### config.mk
export PLATFORM = sky130hd
export DESIGN_NAME = shift_cmd_fifo
export DESIGN_NICKNAME = d
export VERILOG_FILES = /design/src/rtl/shift_cmd_fifo.sv
export SDC_FILE = /design/constraint.sdc
export NUM_CORES = 1
export LEC_CHECK = 0
export ABC_AREA = 1
export BUFFER_PORTS_ARGS = -buffer_cell sky130_fd_sc_hd__buf_2
export CORE_MARGIN = 4
export CORE_UTILIZATION = 40
export CTS_BUF_LIST = sky130_fd_sc_hd__clkbuf_4 sky130_fd_sc_hd__clkbuf_8 sky130_fd_sc_hd__clkbuf_16
export CTS_CLUSTER_SIZE = 30
export DETAILED_ROUTE_END_ITERATION = 12
export HOLD_SLACK_MARGIN = 0.02
export PLACE_DENSITY_LB_ADDON = 0.15
export SLEW_MARGIN = 30
export SYNTH_ARGS = -nofsm -noshare
export SYNTH_HDL_FRONTEND = slang
export SYNTH_SLANG_ARGS = --single-unit
### constraint.sdc
create_clock -name clk -period 3.73 [get_ports clk]
set_input_delay 0 -clock clk [delete_from_list [all_inputs] [get_ports clk]]
set_output_delay 0 -clock clk [all_outputs]
set_load 0.01 [all_outputs]
### src/rtl/shift_cmd_fifo.sv
// First-word-fall-through command FIFO feeding the 4-bit barrel shifter.
// Payload is opaque; ovf is a sticky flag for pushes offered while full.
module shift_cmd_fifo #(
    parameter int DEPTH = 4,
    parameter int WIDTH = 8
) (
    input  logic                     clk,
    input  logic                     rst_n,
    input  logic                     in_valid,
    output logic                     in_ready,
    input  logic [WIDTH-1:0]         in_data,
    output logic                     out_valid,
    input  logic                     out_ready,
    output logic [WIDTH-1:0]         out_data,
    output logic [$clog2(DEPTH):0]   level,
    output logic                     ovf,
    input  logic                     clr_ovf
);

    localparam int AW = $clog2(DEPTH);
    localparam int LW = AW + 1;

    logic [WIDTH-1:0] mem [DEPTH];
    logic [AW-1:0]    wr_ptr;
    logic [AW-1:0]    rd_ptr;
    logic [LW-1:0]    count;
    logic             push;
    logic             pop;

    assign in_ready  = (count != LW'(DEPTH));
    assign out_valid = (count != '0);
    assign push      = in_valid && in_ready;
    assign pop       = out_valid && out_ready;
    assign level     = count;
    assign out_data  = out_valid ? mem[rd_ptr] : '0;

    // Storage carries no reset; validity is tracked by count alone.
    always_ff @(posedge clk) begin
        if (push) begin
            mem[wr_ptr] <= in_data;
        end
    end

    // Power-of-two depth lets the pointers wrap naturally.
    always_ff @(posedge clk or negedge rst_n) begin
        if (!rst_n) begin
            wr_ptr <= '0;
            rd_ptr <= '0;
            count  <= '0;
        end else begin
            if (push) begin
                wr_ptr <= wr_ptr + AW'(1);
            end
            if (pop) begin
                rd_ptr <= rd_ptr + AW'(1);
            end
            unique case ({push, pop})
                2'b10:   count <= count + LW'(1);
                2'b01:   count <= count - LW'(1);
                default: count <= count;
            endcase
        end
    end

    // A new overflow outranks a coincident clear.
    always_ff @(posedge clk or negedge rst_n) begin
        if (!rst_n) begin
            ovf <= 1'b0;
        end else if (in_valid && !in_ready) begin
            ovf <= 1'b1;
        end else if (clr_ovf) begin
            ovf <= 1'b0;
        end
    end

endmodule

==> results of run 1 <==
==> kinds of logic (layout without fill, tap and decap cells) <==
family,Yosys count,count (layout)
and+or+nand+nor,73,73
AOI/OAI and AO/OA,11,11
xor gates and xnor gates,2,2
buffers and inverters,54,97
DFF,40,40
adders and majority gates,6,6
==> metal layers <==
metal | track usage, % | share of wire [%] | vias to the layer above
met5 | 0 | 0 | -
met4 | 4.35 | 1.1 | 0
met3 | 3.31 | 3.1 | 4
met2 | 22.4 | 55 | 26
met1 | 14.5 | 41 | 595
li1 | - | - | 659
==> worst paths after layout <==
kind                            startpoint        end  slack [ps]  cells after the start
worst max-delay path              level[1]   level[2]        1740                     10
worst min-delay path                 rst_n   level[2]          90                      2
worst max register to register    level[1]   level[2]        1740                     10
worst min register to register    level[0]   level[0]         500                      1
max in group asynchronous            rst_n        ovf        3460                      2
min in group clk                in_data[3]  mem[3][3]         460                      2
==> state kept, by name (all words and copies together) (netlist names) <==
name / flops
rd_ptr: 2
wr_ptr: 2
level: 3
ovf: 1
mem: 32
==> per-stage QoR <==
step           hold slack (ps)  utilization, %
2_1_floorplan             -296               -
3_3_place_gp              -148            45.7
3_5_place_dp              -144            45.7
4_1_cts                   86.8            51.2
5_1_grt                    110            51.2
6_report                  93.2            51.2
==> placed cells by master, fill, tap and decap left out <==
cell           Yosys  final
o22ai_1            1      1
edfxtp_1          32     32
buf_2              0     26
nand2_1           45     45
clkbuf_8           0      5
inv_1             48     48
nand3_2            3      3
bufinv_16          0      1
nand4_1            1      1
o21ai_0            1      1
dfrtp_1            8      8
nand2_4            1      1
xnor2_1            2      2
nor2_1             4      4
inv_2              1      1
clkbuf_4           0      1
dlygate4sd3_1      0     13
ha_1               5      5
a21oi_1            8      8
fa_1               1      1
o21ai_1            1      1
inv_6              1      1
clkinv_2           0      1
nand3_1           19     19
==> cell type report <==
| class | count | share of cell area [%] |
|---|---|---|
| multi-input combinational | 92 | 21.2 |
| timing repair buffer | 39 | 11.4 |
| clock buffer | 6 | 3.36 |
| tap | 52 | 2.86 |
| inverter | 50 | 8.48 |
| sequential | 40 | 51.1 |
| clock inverter | 2 | 1.54 |
==> power breakdown <==
| part | switching [mW] | internal, mW |
|---|---|---|
| Sequential | 0.0977 | 0.601 |
| Clock | 0.135 | 0.206 |
| Combinational | 0.408 | 0.250 |
| Total | 0.640 | 1.06 |
==> results.md, run 1 <==
- Slew Viols, Final: 0
- Final setup fails: 0
- Setup CP Type: flop to flop
- Core Box Area: 0.00444 mm^2
- # port buffers: 26
- Power Dens Cells: 746 mW/mm^2
- Leakage: 1.10 nW
- Vias per inst: 4.57
- Syn Area/Cell: 10.1 um^2
- Multiplexer share of the synthesized area: 0%
- H-tree levels: 2
- Crit path max-delay cell type: dfrtp_1
- Setup repair bufs after CTS: 0
- EDFF count, synth: 32
- Clock-pin slew on the worst setup and hold paths: 70 ps
- Crit path time final: 1990 ps
- Family with the most delay on the worst path: simple AND/OR/NAND/NOR gates
- Area growth from synthesis to layout: 20.8%
- Post-CTS sizing: 0
- Setup tns final: 0 ps
- Ys async rst share: 20.0%
- Worst-Skew Late Latency: 280 ps
- Synth area leader: edfxtp_1
- Vias in the first global route: 1249
- Drt wl/cell: 12.1 um
- Fillers: 394
- Max clock buf depth: 2
- WP data arrival: 2150 ps
- # rows: 24
- Post-route ant nets: 0
- Status: finished clean
- Largest fanout on the critical path: 7
- Synth Area in XOR/XNOR: 0.931%
- Syn. warnings: 0
- CP cell instances: inv_1 > nand3_2 > nand2_1 > ha_1 > inv_1 > fa_1 > nand2_1 > nand3_1 > nand2_1 > nand2_1
- Max transition margin: 48.5%
- CP peak stage delay: 400 ps
- Final Non-Filler Cells: 281
- Final instance area: 0.00227 mm^2
- First-pass GRT wire length: 5730 um
- Multi-input logic area: 483 um^2
- Initial Util: 42.3%
- Iter 0 DRT Violations: 45
- Fin crit share: 53.3%
- Post-synthesis cell type count: 21
- Nets: 247
- Adder-Cell Fraction of Synth Area: 4.39%
- Initial antenna violation count: 0
- CP dominant cell by count: nand2_1
- CP Capture Type: flop
- Largest family of logic cells by synthesized area: simple AND/OR/NAND/NOR gates
- Post-synthesis register bit count: 40
- Synth Area in Simple Gates: 17.4%
- CTS Root Cell: clkbuf_8
- Worst Path Required: 3900 ps
- Top post-synthesis cells by count: 48 x inv_1, 45 x nand2_1, 32 x edfxtp_1
- CTS tree: yes
- Max Cap Viol: 0
- GPL Wtd Cong: 0.700
- Setup ws final: 1740 ps
- Largest net degree at the start of global routing: 20
- Io pins: 27
- Length of the first detailed-routing pass in iterations: 4
- Die W: 76.6 um
- Dpl cells: 260
- Hold buffers post-CTS: 13
- Register area share after synthesis: 61.7%
- Worst slack, placed: 1750 ps
- Most common cell in the netlist: inv_1
- Share of the synthesized area in the top cell type: 51.1%
- Cells after synthesis: 186
- Clock sink count: 40
- Grt ovf: 0
- Placed inst area: 0.00203 mm^2
- Fmax: 503 MHz
- Share of cells above drive strength 1: 17.5%
- Synthesized Nets: 205
- CP startpoint kind: flop
- DRC errors left: 0
- Final Skew: 5.40 ps
- Crit path buffers/inverters: 2
- Hold Vio Cnt, Final: 0
- Complex-gate fraction of the synthesized area: 2.99%
- RSZ-0062 raised after global routing: no
- Via count: 1284
- Post-DP HPWL: 2410 um
- Register Area: 0.00116 mm^2
- Synth Flop Type: edfxtp_1
- Worst hold path class: primary input to asynchronous set/reset pin
- Chip height: 76.6 um
- CTS buffer count: 5
- DIE AREA: 0.00587 mm^2
- ANT cells: 0
- Worst-margin pin slew: 769 ps
- Synth area leaders: edfxtp_1 51%, dfrtp_1 11%, inv_1 9.6%
- Gr usage total: 12.6%
- Power Total: 1.70 mW
- Post-Syn Area: 0.00188 mm^2
- Maximum vdd drop: 307 uV
- Final WL: 3410 um
Power figures use the tool's default switching activity.
==> inputs of run 2 (changes only) <==
--- a/config.mk
+++ b/config.mk
@@ -5,7 +5,7 @@
 export SDC_FILE = /design/constraint.sdc
 export NUM_CORES = 1
 export LEC_CHECK = 0
-export ABC_AREA = 1
+export ABC_AREA = 0
 export BUFFER_PORTS_ARGS = -buffer_cell sky130_fd_sc_hd__buf_2
 export CORE_MARGIN = 4
 export CORE_UTILIZATION = 40
==> constraint.sdc (replaced) <==
create_clock -name clk -period 1.8 [get_ports clk]
set_input_delay 0 -clock clk [delete_from_list [all_inputs] [get_ports clk]]
set_output_delay 0 -clock clk [all_outputs]
set_load 0.01 [all_outputs]
==> run 2 against run 1 <==
The run now ends with negative setup slack left. Register-to-register slack worse by 1800 ps. Sequential power up 100%. Design area down 1.9%. Maximum frequency up 8.4%. Critical path depth down 2. Cell count down 28%. Area after synthesis down 10%. Clock skew up 1.6 ps. Worst setup slack worse by 1800 ps. Highest routed layer unchanged.
==> results.md, run 2 <==
- Status: complete, but fails checks (was finished clean)
- Failing checks: negative setup slack
- Share of cells above drive strength 1: 45.0% (was 17.5%)
- Largest net degree at the start of global routing: 15 (was 20)
- Grt ovf: 0 (unchanged)
- Final Skew: 7.02 ps (was 5.40 ps)
- Max Cap Viol: 0 (unchanged)
- Final WL: 2840 um (was 3410 um)
- Chip height: 73.1 um (was 76.6 um)
- Post-synthesis cell type count: 21 (unchanged)
- GPL Wtd Cong: 0.698 (was 0.700)
- Worst Path Required: 1980 ps (was 3900 ps)
- DIE AREA: 0.00534 mm^2 (was 0.00587 mm^2)
- EDFF count, synth: 32 (unchanged)
- Register area share after synthesis: 68.5% (was 61.7%)
- CTS buffer count: 5 (unchanged)
- Post-synthesis register bit count: 40 (unchanged)
- Final setup fails: 1 (was 0)
- CTS Root Cell: clkbuf_8 (unchanged)
- Crit path time final: 1830 ps (was 1990 ps)
- Ys async rst share: 20.0% (unchanged)
- # rows: 23 (was 24)
- Slew Viols, Final: 0 (unchanged)
- Max transition margin: 71.1% (was 48.5%)
- # port buffers: 26 (unchanged)
- CP Capture Type: flop (unchanged)
- Maximum vdd drop: 768 uV (was 307 uV)
- Vias per inst: 4.53 (was 4.57)
- Worst-margin pin slew: 434 ps (was 769 ps)
- Cells after synthesis: 93 (was 186)
- Clock-pin slew on the worst setup and hold paths: 80 ps (was 70 ps)
- Synth area leader: edfxtp_1 (unchanged)
- Gr usage total: 12.0% (was 12.6%)
- Syn. warnings: 0 (unchanged)
- Fillers: 339 (was 394)
- Top reg by flops: mem (unchanged)
- Iter 0 DRT Violations: 34 (was 45)
- DRC errors left: 0 (unchanged)
- Setup CP Type: flop to flop (unchanged)
- Max clock buf depth: 2 (unchanged)
- Hold Vio Cnt, Final: 0 (unchanged)
- CTS tree: yes (unchanged)
- CP startpoint kind: flop (unchanged)
- ANT cells: 0 (unchanged)
- Setup ws final: -33.2 ps (was 1740 ps)
- Power Dens Cells: 1590 mW/mm^2 (was 746 mW/mm^2)
- Post-route ant nets: 0 (unchanged)
- Leakage: 0.884 nW (was 1.10 nW)
- Core Box Area: 0.00406 mm^2 (was 0.00444 mm^2)
- Max FFs per register: 32 (unchanged)
- Clock sink count: 40 (unchanged)
- Initial Util: 41.8% (was 42.3%)
- Synthesized Nets: 112 (was 205)
- Die W: 73.1 um (was 76.6 um)
- Share of the synthesized area in the top cell type: 56.7% (was 51.1%)
- Final Non-Filler Cells: 201 (was 281)
- Worst slack, placed: -99.8 ps (was 1750 ps)
- Commonest cells after routing, fill and taps aside: 32 x edfxtp_1, 26 x buf_2, 15 x buf_4 (was 48 x inv_1, 45 x nand2_1, 32 x edfxtp_1)
- Syn Area/Cell: 18.2 um^2 (was 10.1 um^2)
- Worst-Skew Late Latency: 290 ps (was 280 ps)
- Largest fanout on the critical path: 3 (was 7)
- Initial antenna violation count: 0 (unchanged)
- RSZ-0062 raised after global routing: yes (was no)
- Via count: 911 (was 1284)
- Fmax: 546 MHz (was 503 MHz)
- Most common cell in the netlist: edfxtp_1 (was inv_1)
- Worst hold path class: primary input to asynchronous set/reset pin (unchanged)
- Synth Flop Type: edfxtp_1 (unchanged)
- Area growth from synthesis to layout: 31.6% (was 20.8%)
- Fin crit share: 102% (was 53.3%)
- Drt wl/cell: 14.1 um (was 12.1 um)
- WP data arrival: 2010 ps (was 2150 ps)
- Post-DP HPWL: 1940 um (was 2410 um)
- Synth area leaders: edfxtp_1 57%, dfrtp_1 12%, mux4_2 11% (was edfxtp_1 51%, dfrtp_1 11%, inv_1 9.6%)
- Io pins: 27 (unchanged)
- Leading cell type in the layout, fill and taps excluded: edfxtp_1 (was inv_1)
- Length of the first detailed-routing pass in iterations: 3 (was 4)
- Top post-synthesis cells by count: 32 x edfxtp_1, 12 x and2_1, 8 x dfrtp_1, 8 x inv_1, 8 x mux4_2 (was 48 x inv_1, 45 x nand2_1, 32 x edfxtp_1)
- H-tree levels: 2 (unchanged)
- Nets: 169 (was 247)
- Post-Syn Area: 0.00169 mm^2 (was 0.00188 mm^2)
- Vias in the first global route: 988 (was 1249)
- First-pass GRT wire length: 4650 um (was 5730 um)
- Dpl cells: 176 (was 260)
-- run 2: changes by cell type in the layout (fill, tap and decap cells not counted), moves of 2 or more --
cell,previous run,this run
nand2_1,45,1
inv_1,48,6
nand3_1,19,0
buf_4,0,15
and2_1,0,12
a21oi_1,8,0
mux4_2,0,8
nor2_1,4,1
xor2_1,0,3
nand3_2,3,1
-- run 2: worst max-delay path, cell delays in order, from the launching register on --
cell and delay, ps:
dfrtp_1 430, or3_4 390, and2_4 160, ha_4 160, inv_2 50, fa_2 180, xor2_1 140, nor2_1 70
xor2_1 140
-- run 2: layout make-up --
class	instances	area [um^2]	share of cell area [%]
Multi-Input combinational cell	42	497	22.3
Clock inverter	3	46.3	2.08
Inverter	8	30.0	1.35
Tap cell	50	62.6	2.81
Timing Repair Buffer	53	363	16.3
Sequential cell	40	1160	52.1
Clock buffer	5	68.8	3.09
-- run 2: cell families (layout without fill, tap and decap cells) --
logic type,count (synthesis),in the layout,synth area share [%]
AOI/OAI and AO/OA,1,1,0.295
xor gates and xnor gates,6,6,3.10
adders and majority gates,6,6,4.87
buffers and inverters,11,69,3.40
DFF,40,40,68.5
muxes,10,10,11.9
and+or+nand+nor,19,19,7.90
-- run 2: report_power, final --
part | internal, mW | total, mW | switching, mW
combinational | 0.787 | 1.42 | 0.632
clock | 0.417 | 0.729 | 0.312
sequential | 1.26 | 1.40 | 0.148
total | 2.46 | 3.55 | 1.09
-- run 2: path summary, 6_finish.rpt --
| kind | startpoint | end | slack [ps] | cells after the start |
|---|---|---|---|---|
| max | level[1] | level[2] | -30 | 8 |
| min | rst_n | level[1] | 80 | 2 |
| max reg2reg | level[1] | level[2] | -30 | 8 |
| min reg2reg | level[0] | level[0] | 540 | 1 |
| max in group asynchronous | rst_n | level[0] | 1530 | 2 |
| min in group clk | out_ready | rd_ptr[0] | 140 | 4 |
-- run 2: what timing repair did --
action                                 CTS  global route
endpoints found under the hold margin   42             0
resized for setup                        3             0
buffers inserted                         3             2
setup endpoints to repair                2             2
pin swaps                                2             0
hold buffers                            12             0
-- run 2: stage by stage --
step / TNS (ps) / total power, mW / hold slack (ps) / instance area, um^2 / utilization (%)
finish: -33.2 / 3.55 / 76.2 / 2230 / 54.9
floorplan: -49.4 / 2.27 / -296 / 1700 / -
global route: -197 / 3.80 / 82.1 / 2230 / 54.9
detailed placement: -126 / 2.75 / -146 / 1940 / 47.8
global placement: -42.0 / 2.71 / -145 / 1940 / 47.8
CTS: -52.2 / 3.58 / 76.4 / 2210 / 54.6
-- run 2: layer usage --
layer	wire [um]	track usage (%)	vias up
met5	0	0	-
met4	34	4.30	0
li1	-	-	452
met2	1510	20.0	16
met3	114	3.44	5
met1	1180	14.7	438
